==> src/rtl/mem_arbiter.sv <==
// Two-requester memory arbiter: fetch (I) and data (D) share one memory port.
// Round-robin on ties, registered memory command, back-to-back handoff on mem_resp.
module mem_arbiter (
  input  logic        clk,
  input  logic        reset,
  input  logic        I_mem_read,
  input  logic [15:0] I_mem_address,
  output logic        I_mem_resp,
  output logic [15:0] I_mem_rdata,
  input  logic        D_mem_read,
  input  logic        D_mem_write,
  input  logic [15:0] D_mem_address,
  input  logic [15:0] D_mem_wdata,
  input  logic [1:0]  D_mem_byte_enable,
  output logic        D_mem_resp,
  output logic [15:0] D_mem_rdata,
  output logic        mem_read,
  output logic        mem_write,
  output logic [15:0] mem_address,
  output logic [15:0] mem_wdata,
  output logic [1:0]  mem_byte_enable,
  input  logic        mem_resp,
  input  logic [15:0] mem_rdata
);

  typedef enum logic [1:0] {IDLE, SERVE_I, SERVE_D} state_t;
  typedef enum logic {SIDE_I, SIDE_D} side_t;

  typedef struct packed {
    logic        rd;
    logic        wr;
    logic [15:0] addr;
    logic [15:0] wdata;
    logic [1:0]  be;
  } cmd_t;

  state_t state, state_nxt;
  side_t  last_grant, last_grant_nxt;
  cmd_t   cmd, cmd_nxt;
  cmd_t   cmd_i, cmd_d;
  logic   pend_i, pend_d;

  assign pend_i = I_mem_read;
  assign pend_d = D_mem_read | D_mem_write;

  // Candidate commands; a simultaneous D read+write collapses to a write.
  always_comb begin
    cmd_i      = '0;
    cmd_i.rd   = 1'b1;
    cmd_i.addr = I_mem_address;
    cmd_d       = '0;
    cmd_d.rd    = D_mem_read & ~D_mem_write;
    cmd_d.wr    = D_mem_write;
    cmd_d.addr  = D_mem_address;
    cmd_d.wdata = D_mem_wdata;
    cmd_d.be    = D_mem_byte_enable;
  end

  always_comb begin
    state_nxt      = state;
    cmd_nxt        = cmd;
    last_grant_nxt = last_grant;
    case (state)
      IDLE: begin
        if (pend_d && (!pend_i || last_grant == SIDE_I)) begin
          state_nxt = SERVE_D;
          cmd_nxt   = cmd_d;
        end else if (pend_i) begin
          state_nxt = SERVE_I;
          cmd_nxt   = cmd_i;
        end
      end
      SERVE_I: begin
        if (mem_resp) begin
          last_grant_nxt = SIDE_I;
          // I's own request is not re-considered in its completion cycle.
          if (pend_d) begin
            state_nxt = SERVE_D;
            cmd_nxt   = cmd_d;
          end else begin
            state_nxt = IDLE;
            cmd_nxt   = '0;
          end
        end
      end
      SERVE_D: begin
        if (mem_resp) begin
          last_grant_nxt = SIDE_D;
          if (pend_i) begin
            state_nxt = SERVE_I;
            cmd_nxt   = cmd_i;
          end else begin
            state_nxt = IDLE;
            cmd_nxt   = '0;
          end
        end
      end
      default: begin
        state_nxt = IDLE;
        cmd_nxt   = '0;
      end
    endcase
  end

  always_ff @(posedge clk) begin
    if (reset) begin
      state      <= IDLE;
      last_grant <= SIDE_I;
      cmd        <= '0;
    end else begin
      state      <= state_nxt;
      last_grant <= last_grant_nxt;
      cmd        <= cmd_nxt;
    end
  end

  assign mem_read        = cmd.rd;
  assign mem_write       = cmd.wr;
  assign mem_address     = cmd.addr;
  assign mem_wdata       = cmd.wdata;
  assign mem_byte_enable = cmd.be;

  // A requester that has dropped its request gets no response; the access still completes.
  assign I_mem_resp  = ~reset & (state == SERVE_I) & mem_resp & pend_i;
  assign D_mem_resp  = ~reset & (state == SERVE_D) & mem_resp & pend_d;
  assign I_mem_rdata = mem_rdata;
  assign D_mem_rdata = mem_rdata;

endmodule

==> config.mk <==
export PLATFORM = sky130hd
export DESIGN_NAME = mem_arbiter
export DESIGN_NICKNAME = d
export VERILOG_FILES = /design/src/rtl/mem_arbiter.sv
export SDC_FILE = /design/constraint.sdc
export NUM_CORES = 1
export LEC_CHECK = 0
export CAP_MARGIN = 5
export CORE_AREA = 5 5 82 84
export CTS_CLUSTER_SIZE = 8
export DETAILED_ROUTE_END_ITERATION = 8
export DIE_AREA = 0 0 87 89
export GPL_ROUTABILITY_DRIVEN = 0
export HOLD_SLACK_MARGIN = 0.1
export PLACE_DENSITY = 0.86
export SKIP_CTS_REPAIR_TIMING = 1
export SLEW_MARGIN = 20
export SYNTH_ARGS = -nofsm -noshare
export SYNTH_HDL_FRONTEND = slang
export SYNTH_SLANG_ARGS = --single-unit
==> constraint.sdc <==
create_clock -name clk -period 1.6 [get_ports clk]
set_input_delay 0.16 -clock clk [delete_from_list [all_inputs] [get_ports clk]]
set_output_delay 0.16 -clock clk [all_outputs]
set_load 0.05 [all_outputs]
==> impl_metrics.csv, run 1 <==
group,metric,value,unit
timing,rsz0062_at_grt,"false",
synthesis,synth_top_cell_by_area,"dfxtp_1",
floorplan,die_y,89,um
final_layout,fillers,555,
placed_design,dp_slack,-147,ps
route,met3_length,489,um
route,drt_iter0_markers,82,
synthesis,synth.top_cells.by_count,"39 x dfxtp_1, 33 x a22o_1, 32 x buf_4, 23 x a21oi_1, 20 x o21ai_0",
timing,slew_violations,0,
min_path,hold_end,"state[1]",
pwr,leakage,1.19,nW
timing,finalCriticalPeriod,1500,ps
route,met2_length,2760,um
pwr,vdd_ir_drop_max,407,uV
synthesis,post-synth-top-count-cell,"dfxtp_1",
synthesis,synth_nets,289,
synthesis,yosysSeqAreaShare,0.391,
critical_path,timing.rr.start,"state[0]",
critical_path,critPathKind,"reg -> out",
pwr,power,3.07,mW
final_layout,syn2layout_area_growth,43.3,%
synthesis,synth_compound_area_frac,0.288,
final_layout,fin_nets,355,
synthesis,netlist-cell-type-count,30,
synthesis,synth_fa_ha_area_frac,0,
critical_path,path_max_fanout,10,
synthesis,synthFlopType,"dfxtp_1",
floorplan,dieWidth,87,um
min_path,hold_path_depth,2,
grt,grt.overflow.total,0,
min_path,worstHoldStart,"mem_resp",
timing,worst_pin_slew,452,ps
route,vias,1842,
floorplan,die-area,7740,um^2
clocking,clk_latency,280,ps
grt,track_usage,0.146,
timing,worst_slack,100,ps
critical_path,crit_path_end_kind,"primary output",
floorplan,initial_utilization,0.341,
clocking,htree_levels,2,
synthesis,synth_top_family_by_area,"compound AO/OA/AOI/OAI gates",
route,drc_errors,0,
critical_path,cp_data_required_time,1440,ps
timing,fin_skew,4.02,ps
critical_path,rr_worst_depth,4,
route,vias_per_cell,5.13,
timing,slew-limit-headroom,0.697,
clocking,clkSlewWorstSetupHoldPaths,70,ps
timing,fmax,0.667,GHz
route,drtAntennaViolNets,0,
critical_path,worstReg2RegEnd,"mem_address[11]",
clocking,cts_buffer_depth,2,
grt,grt_pass1_wl,8960,um
floorplan,core,5850,um^2
synthesis,synth_cells,217,
synthesis,synth_area_leaders,"dfxtp_1 39%, a22o_1 14%, buf_4 12%, a21oi_1 5.8%, nand4_1 5.6%",
timing,tns,0,ps
placed_design,io_buffers,93,
timing,hold_viol_final,0,
route,top_layer_used,"met4",
critical_path,cp-start-kind,"flip-flop",
placed_design,place_hpwl,4410,um
clocking,cts-buffers-inserted,5,
final_layout,drive_above_1_share,0.257,
timing,setup_violations,0,
synthesis,syn_avg_cell_area,9.20,um^2
synthesis,synthXorXnorAreaFrac,0,
final_layout,diodes,0,
synthesis,synth.cell_area,2000,um^2
timing,period_share,0.937,
grt,grt_max_degree,23,
grt,antenna_found_initial,0,
route,routed_wl,5760,um
final_layout,utilization,0.489,
synthesis,synth_mux_area_frac,0,
synthesis,synth_simple_gate_area_frac,0.132,
status,status,"finished clean",
final_layout,finalInstanceArea,2860,um^2
critical_path,rrSetupSlack,110,ps
route,met1Wirelength,2410,um
grt,grt_pass1_vias,1881,
synthesis,ys_ff_latch,39,
min_path,hold_class,"in -> reg",
critical_path,worstPathArrival,1340,ps
clocking,cts.sinks,39,
clocking,cts_root_buf,"clkbuf_8",
pwr,power.density,1070,nW/um^2
synthesis,synth_edf_count,0,
job,timing.max_cap.violations,0,
synthesis,synth_top_area_frac,0.391,
route,drt_pass1_iterations,4,
placed_design,dpl-instance-area,2730,um^2
synthesis,async_flop_share,0,
route,wire_per_inst,16.0,um
floorplan,row_count,28,
clocking,cts_tree,"done",
floorplan,num_io_pins,142,
synthesis,yosys_warnings,0,
==> metal layers <==
layer  vias to the layer above  track usage
met3                        12       0.0470
met4                         0       0.0637
met1                       853        0.174
li1                        906            -
met5                         -            0
met2                        71        0.242
==> state kept, by name (all words and copies together) (netlist names) <==
signal           flops
last_grant           1
mem_read             1
mem_address         16
state                2
mem_write            1
mem_byte_enable      2
mem_wdata           16
==> final cells by class <==
type | count | area [um^2] | share of cell area
Timing Repair Buffer | 111 | 1020 | 0.357
Clock buffer | 7 | 96.3 | 0.0337
Tap cell | 75 | 93.8 | 0.0328
Clock inverter | 1 | 7.51 | 0.00262
Multi-Input combinational cell | 126 | 861 | 0.301
Sequential cell | 39 | 782 | 0.273
==> worst max-delay path, stage by stage, from the launching register on <==
cell,delay [ps]
dfxtp_1,340
buf_4,180
nor4b_4,260
buf_4,150
buf_12,120
==> stage by stage <==
step	cells	hold WS (ps)
detailed placement	351	320
floorplan	217	275
CTS	359	320
global route	359	320
finish	359	295
global placement	351	320
==> cells by family (layout without fill, tap and decap cells) <==
kind of cell | Yosys count | in the layout
DFF | 39 | 39
and+or+nand+nor | 43 | 43
buffers and inverters | 52 | 119
AOI/OAI and AO/OA | 83 | 83
==> placed cells by master (no fill, tap or decap), types with 2 or more instances in the layout <==
master and count:
a2111oi_0 2, a21oi_1 23, a22o_1 33, buf_12 3, buf_4 52, clkbuf_8 7, clkdlybuf4s50_1 52, dfxtp_1 38
dlymetal6s2s_1 3, nand2_1 2, nand2b_1 3, nand4_1 18, nor2_1 7, nor2b_1 3, o21ai_0 19
==> power by group <==
group / switching, mW / internal (mW)
registers: 0.0663 / 1.08
logic: 0.705 / 0.483
clock network: 0.339 / 0.392
==> worst max-delay path by stage <==
stage,startpoint,to,slack (ps),cells after the start
global placement,D_mem_read,mem_address[6],-160,5
global route,state[0],D_mem_resp,20,4
detailed placement,D_mem_read,mem_address[0],-150,5
floorplan,state[1],D_mem_resp,-250,3
CTS,mem_resp,D_mem_resp,-90,6
finish,state[0],D_mem_resp,100,4
(Power assumes the default switching activity.)
==> inputs of run 2 (changes only) <==
SLEW_MARGIN = unset   (was 20)
==> results of run 2 <==
No change in the layout: final DEF, timing and power equal those of run 1.
